<file path="config.mk">
export PLATFORM = sky130hd
export DESIGN_NAME = mac_stream_cluster
export DESIGN_NICKNAME = d
export VERILOG_FILES = /design/src/rtl/mac_stream_cluster.sv
export SDC_FILE = /design/constraint.sdc
export NUM_CORES = 2
export LEC_CHECK = 0
export CAP_MARGIN = 20
export CELL_PAD_IN_SITES_DETAIL_PLACEMENT = 1
export CELL_PAD_IN_SITES_GLOBAL_PLACEMENT = 1
export CORE_ASPECT_RATIO = 1.1
export CORE_UTILIZATION = 47
export DETAILED_ROUTE_END_ITERATION = 10
export PLACE_DENSITY = 0.95
export SETUP_SLACK_MARGIN = 0.1
export SLEW_MARGIN = 20
export SYNTH_ARGS = -nofsm -noshare
export SYNTH_HDL_FRONTEND = slang
export SYNTH_SLANG_ARGS = --single-unit
</file>
<file path="constraint.sdc">
create_clock -name clk -period 18.7 [get_ports clk]
set_clock_uncertainty 0.15 [all_clocks]
set_input_delay 5.61 -clock clk [delete_from_list [all_inputs] [get_ports clk]]
set_output_delay 5.61 -clock clk [all_outputs]
set_load 0.1 [all_outputs]
</file>
<file path="src/rtl/mac_stream_cluster.sv">
// mac_stream_cluster: NUM_LANES independent MAC lanes, counted dot-product transactions (optional saturation: define MAC_SAT_EN).
// Latency: result valid in the second cycle after the edge accepting the last beat; cfg_len==0 -> the cycle after config accept.
// Backpressure: in_valid gaps stall beat counting only; result held stable in HOLD until out_ready; cfg accepted in IDLE only.
module mac_stream_cluster #(
    parameter int NUM_LANES     = 4,
    parameter int MAC_MIN_WIDTH = 8,
    parameter int MAC_ACC_WIDTH = 32,
    parameter int LEN_WIDTH     = 8
) (
    input  logic                               clk,
    input  logic                               rst_n,
    input  logic                               cfg_valid,
    output logic                               cfg_ready,
    input  logic                               cfg_signed,
    input  logic [LEN_WIDTH-1:0]               cfg_len,
    input  logic [NUM_LANES*MAC_ACC_WIDTH-1:0] cfg_init,
    input  logic                               in_valid,
    output logic                               in_ready,
    input  logic [NUM_LANES*MAC_MIN_WIDTH-1:0] in_a,
    input  logic [NUM_LANES*MAC_MIN_WIDTH-1:0] in_b,
    output logic                               out_valid,
    input  logic                               out_ready,
    output logic [NUM_LANES*MAC_ACC_WIDTH-1:0] out_data,
    output logic [NUM_LANES-1:0]               sat_flag
);

    localparam int W  = MAC_MIN_WIDTH;
    localparam int PW = 2 * MAC_MIN_WIDTH;
    localparam int AW = MAC_ACC_WIDTH;
    localparam logic [LEN_WIDTH-1:0] LEN_ONE = 1;

    typedef enum logic [1:0] {
        S_IDLE  = 2'd0,
        S_RUN   = 2'd1,
        S_DRAIN = 2'd2,
        S_HOLD  = 2'd3
    } state_t;

    state_t                          r_state;
    logic [LEN_WIDTH-1:0]            r_len;
    logic [LEN_WIDTH-1:0]            r_cnt;
    logic                            r_signed;
    logic                            r_cfg_ready;
    logic                            r_in_ready;
    logic                            r_out_valid;
    logic                            r_prod_vld;
    logic [NUM_LANES-1:0][PW-1:0]    r_prod;
    logic [NUM_LANES-1:0][AW-1:0]    r_acc;

    logic [NUM_LANES-1:0][PW-1:0]    w_prod;
    logic [NUM_LANES-1:0][AW-1:0]    w_acc_nxt;
    logic [LEN_WIDTH-1:0]            w_cnt_nxt;
    logic                            w_cfg_fire;
    logic                            w_beat_fire;

    assign w_cfg_fire  = cfg_valid & r_cfg_ready;
    assign w_beat_fire = in_valid & r_in_ready;
    assign w_cnt_nxt   = r_cnt + LEN_ONE;

    assign cfg_ready = r_cfg_ready;
    assign in_ready  = r_in_ready;
    assign out_valid = r_out_valid;
    assign out_data  = r_acc;

`ifdef MAC_SAT_EN
    logic [NUM_LANES-1:0] r_sat;
    logic [NUM_LANES-1:0] w_sat_hit;
`endif

    for (genvar g = 0; g < NUM_LANES; g++) begin : g_lane
        logic [W-1:0]  w_a;
        logic [W-1:0]  w_b;
        logic [PW-1:0] w_ea;
        logic [PW-1:0] w_eb;
        logic [AW-1:0] w_pext;

        // Extending both operands to PW bits makes the low PW bits of the
        // product correct for both signed and unsigned interpretations.
        assign w_a  = in_a[g*W +: W];
        assign w_b  = in_b[g*W +: W];
        assign w_ea = r_signed ? {{W{w_a[W-1]}}, w_a} : {{W{1'b0}}, w_a};
        assign w_eb = r_signed ? {{W{w_b[W-1]}}, w_b} : {{W{1'b0}}, w_b};
        assign w_prod[g] = w_ea * w_eb;

        assign w_pext = r_signed ? {{(AW-PW){r_prod[g][PW-1]}}, r_prod[g]}
                                 : {{(AW-PW){1'b0}}, r_prod[g]};

`ifdef MAC_SAT_EN
        logic [AW:0]   w_sum;
        logic          w_ovf;
        logic [AW-1:0] w_clamp;

        // One guard bit exposes signed overflow (guard != msb) or unsigned carry-out.
        assign w_sum   = r_signed ? ({r_acc[g][AW-1], r_acc[g]} + {w_pext[AW-1], w_pext})
                                  : ({1'b0, r_acc[g]} + {1'b0, w_pext});
        assign w_ovf   = r_signed ? (w_sum[AW] != w_sum[AW-1]) : w_sum[AW];
        assign w_clamp = r_signed ? (w_sum[AW] ? {1'b1, {(AW-1){1'b0}}} : {1'b0, {(AW-1){1'b1}}})
                                  : {AW{1'b1}};
        assign w_acc_nxt[g] = w_ovf ? w_clamp : w_sum[AW-1:0];
        assign w_sat_hit[g] = w_ovf;
`else
        assign w_acc_nxt[g] = r_acc[g] + w_pext;
`endif
    end

    // Control FSM: transaction sequencing with registered handshake outputs.
    always_ff @(posedge clk) begin
        if (!rst_n) begin
            r_state     <= S_IDLE;
            r_len       <= '0;
            r_cnt       <= '0;
            r_signed    <= 1'b0;
            r_cfg_ready <= 1'b1;
            r_in_ready  <= 1'b0;
            r_out_valid <= 1'b0;
        end else begin
            case (r_state)
                S_IDLE: begin
                    if (w_cfg_fire) begin
                        r_signed    <= cfg_signed;
                        r_len       <= cfg_len;
                        r_cnt       <= '0;
                        r_cfg_ready <= 1'b0;
                        if (cfg_len != '0) begin
                            r_state    <= S_RUN;
                            r_in_ready <= 1'b1;
                        end else begin
                            r_state     <= S_HOLD;
                            r_out_valid <= 1'b1;
                        end
                    end
                end
                S_RUN: begin
                    if (w_beat_fire) begin
                        r_cnt <= w_cnt_nxt;
                        if (w_cnt_nxt == r_len) begin
                            r_state    <= S_DRAIN;
                            r_in_ready <= 1'b0;
                        end
                    end
                end
                S_DRAIN: begin
                    // Final product is folded into the accumulator on this edge.
                    r_state     <= S_HOLD;
                    r_out_valid <= 1'b1;
                end
                S_HOLD: begin
                    if (out_ready) begin
                        r_state     <= S_IDLE;
                        r_out_valid <= 1'b0;
                        r_cfg_ready <= 1'b1;
                    end
                end
                default: begin
                    r_state     <= S_IDLE;
                    r_cfg_ready <= 1'b1;
                    r_in_ready  <= 1'b0;
                    r_out_valid <= 1'b0;
                end
            endcase
        end
    end

    // Datapath: stage 1 registers products, stage 2 accumulates them.
    always_ff @(posedge clk) begin
        if (!rst_n) begin
            r_prod_vld <= 1'b0;
            r_prod     <= '0;
            r_acc      <= '0;
        end else begin
            r_prod_vld <= w_beat_fire;
            if (w_beat_fire) begin
                r_prod <= w_prod;
            end
            if (w_cfg_fire) begin
                r_acc <= cfg_init;
            end else if (r_prod_vld) begin
                r_acc <= w_acc_nxt;
            end
        end
    end

`ifdef MAC_SAT_EN
    // Sticky per-lane clamp flags, cleared by a new configuration.
    always_ff @(posedge clk) begin
        if (!rst_n) begin
            r_sat <= '0;
        end else if (w_cfg_fire) begin
            r_sat <= '0;
        end else if (r_prod_vld) begin
            r_sat <= r_sat | w_sat_hit;
        end
    end

    assign sat_flag = r_sat;
`else
    assign sat_flag = '0;
`endif

endmodule

</file>
==> flow_metrics.env <==
export IMPL_status="completed"
export IMPL_combPwrFrac_pct=68.6
export IMPL_max_cap_violations=0
export IMPL_hold_buffers=0
export IMPL_first_pass_iters=6
export IMPL_path_max_fanout=17
export IMPL_grt_ovfl_total=0
export IMPL_holdWs_ns=0.3210
export IMPL_drtAntennaViolNets=0
export IMPL_cts_setup_buffers=0
export IMPL_fmax_ghz=0.08702
export IMPL_wl_met3_um=7279
export IMPL_mostFrequentLayoutCells="inv_1, ha_1, clkdlybuf4s50_1"
export IMPL_drtIter0Drc=1713
export IMPL_area_growth_pct=16.71
export IMPL_hold_class="flip-flop to flip-flop"
export IMPL_drt_wirelength_per_cell_um=24.07
export IMPL_p_leak_nw=15.57
export IMPL_synthXorXnorAreaFrac_pct=7.887
export IMPL_ys_seq_area_share_pct=14.87
export IMPL_cp_data_required_time_ns=18.99
export IMPL_ctsLongestPathBuffers=3
export IMPL_die_area_um2=62570
export IMPL_cts_buffers=27
export IMPL_maxSlewHeadroom_pct=19.20
export IMPL_setup_violations=0
export IMPL_synth_compound_area_share_pct=16.70
export IMPL_p_sw_mw=2.035
export IMPL_yosysWarnings=0
export IMPL_die_width_um=238.6
export IMPL_synth_seq_cells=215
export IMPL_rows=95
export IMPL_clock_latency_ns=0.57
export IMPL_ys_async_sr_fraction_pct=0
export IMPL_tightest_slew_ns=1.208
export IMPL_drv_slew=0
export IMPL_synth_cell_types=72
export IMPL_core_area_um2=60980
export IMPL_avgViaCountPerCell=5.935
export IMPL_grt_max_degree=90
export IMPL_grt_pass1_vias=30140
export IMPL_ios=341
export IMPL_drc=0
export IMPL_layout_commonest_cell="inv_1"
export IMPL_hpwl_um=84820
export IMPL_dr_wl_met2_um=53950
export IMPL_crit_type="input pin to flip-flop"
export IMPL_grt_pass1_wl_um=170800
export IMPL_htree_levels=1
export IMPL_nNetsFinal=4569
export IMPL_antenna_found_initial=8
export IMPL_place_port_buffers=336
export IMPL_clock_sinks=215
export IMPL_cts_tree="done"
export IMPL_period_minus_slack_ns=11.49
export IMPL_hold_viol=0
export IMPL_irDropWorstVdd_mv=0.07341
export IMPL_internal_power_mw=1.808
export IMPL_synth_simple_area_share_pct=15.85
export IMPL_synthCells=3506
export IMPL_end_kind="flip-flop"
export IMPL_hold_start="r_prod[11]$_SDFFE_PN0P_"
export IMPL_arrival_ns=11.78
export IMPL_vias=27230
export IMPL_start_kind="input pin"
export IMPL_synth_edff_count=0
export IMPL_routed_wl_um=110400
export IMPL_switching_share_pct=52.95
export IMPL_drive_gt1_share_pct=2.578
export IMPL_syn_cell_area_um2=28940
export IMPL_synth_adder_area_share_pct=34.09
export IMPL_place_congestion=0.9155
export IMPL_tns_ns=0
export IMPL_initial_core_util_pct=47.46
export IMPL_die_h_um=262.2
export IMPL_clkPwrFrac_pct=14.1
export IMPL_cts_resized_gates=0
export IMPL_syn_avg_cell_area_um2=8.254
export IMPL_p_total_mw=3.844
export IMPL_clk_pin_slew_ns=0.07
export IMPL_fin_crit_sh_pct=61.45
export IMPL_synth_mux_area_share_pct=2.408
export IMPL_top_layer="met5"
export IMPL_seq_power_share_pct=17.4
export IMPL_rr_startpoint="r_signed$_SDFFE_PN0P_"
export IMPL_wl_met1_um=41740
export IMPL_p_per_area_nw_per_um2=113.8
export IMPL_ys_flop_type="dfxtp_1"
export IMPL_synth_top_family_by_area="adder cells"
export IMPL_grt_total_usage_pct=34.92
export IMPL_cp_startpoint="in_a[18]"
export IMPL_cts_root_buf="clkbuf_16"
export IMPL_rsz0062_at_grt="false"
## worst paths after layout
check | slack (ns) | endpoint | cells past startpoint
setup reg to reg | 11.98 | r_prod[47]$_SDFFE_PN0P_ | 21
setup / recovery | 7.21 | r_prod[47]$_SDFFE_PN0P_ | 22
hold / removal | 0.32 | r_prod[11]$_SDFFE_PN0P_ | 2
hold reg to reg | 0.32 | r_prod[11]$_SDFFE_PN0P_ | 2
## through the flow
step	worst slack (ns)	util (%)	cell area, um^2	instances
floorplan	7.940	-	28950	3509
global placement	7.253	53.95	32900	4538
detailed placement	6.763	53.95	32900	4538
CTS	7.276	55.39	33770	4587
global route	7.020	55.38	33770	4587
finish	7.209	55.39	33770	4588
## area by class of cell
type                       count  area [um^2]
timing repair buffer         347         3436
multi-input combinational   2667        22290
inverter                     485         1826
sequential                   215         4309
antenna                        1        2.502
clock inverter                18        167.7
tap                          824         1031
fill                        7214        27200
clock buffer                  31        710.7
## cells in the mapped netlist, drive strengths merged, types with 42 or more instances
library cell / number / share of area (%)
nor2: 188 / 2.4
and3: 45 / 0.99
fa: 278 / 19
mux2i: 64 / 2.2
a211oi: 78 / 2.1
nand2: 315 / 4.1
a21oi: 290 / 5.0
o21ai: 140 / 2.4
xor2: 58 / 1.8
a21o: 71 / 1.8
xnor2: 200 / 6.1
nand3: 42 / 0.73
dfxtp: 215 / 15
ha: 342 / 15
and2: 227 / 4.9
clkbuf: 125 / 1.6
inv: 485 / 6.3
## worst max-delay path: stages
cell and delay (ns):
clkdlybuf4s50_1 0.95, nand2_1 0.19, fa_1 0.53, fa_1 0.53, inv_1 0.09, ha_1 0.22, fa_1 0.46, ha_1 0.31
inv_1 0.06, fa_1 0.48, inv_1 0.05, ha_1 0.32, inv_1 0.08, o21bai_1 0.09, a21oi_1 0.31, nor2b_1 0.14
o21a_1 0.21, o31a_1 0.28, o41ai_1 0.39, xnor2_1 0.16, o21ai_0 0.11, and2_1 0.22
## state kept, by name, summed over array words and instances (netlist names)
name,flops
r_signed,1
r_prod_vld,1
in_ready,1
r_cnt,8
r_state,2
out_valid,1
out_data,128
cfg_ready,1
r_prod,64
r_len,8
## kinds of logic after synthesis
group / after synthesis
buffers and inverters: 627
AND/OR/NAND/NOR: 946
multiplexers: 68
flip-flops: 215
XOR/XNOR: 259
AO/OA/AOI/OAI: 768
other: 1
adder cells (fa/ha/maj): 622
## per-layer routing
metal,track usage (%),vias up
li1,-,12110
met1,39.50,13580
met2,60.34,1083
met3,6.660,441
met4,21.34,16
met5,0,-
## power by group through the flow
stage	Sequential [mW]	Combinational [mW]	Clock [mW]
finish	0.668	2.64	0.541
global route	0.670	2.84	0.557
CTS	0.655	2.61	0.542
detailed placement	0.664	2.56	0
global placement	0.657	2.33	0
floorplan	0.968	1.49	0
No activity file was read; power rests on OpenSTA's default activity.
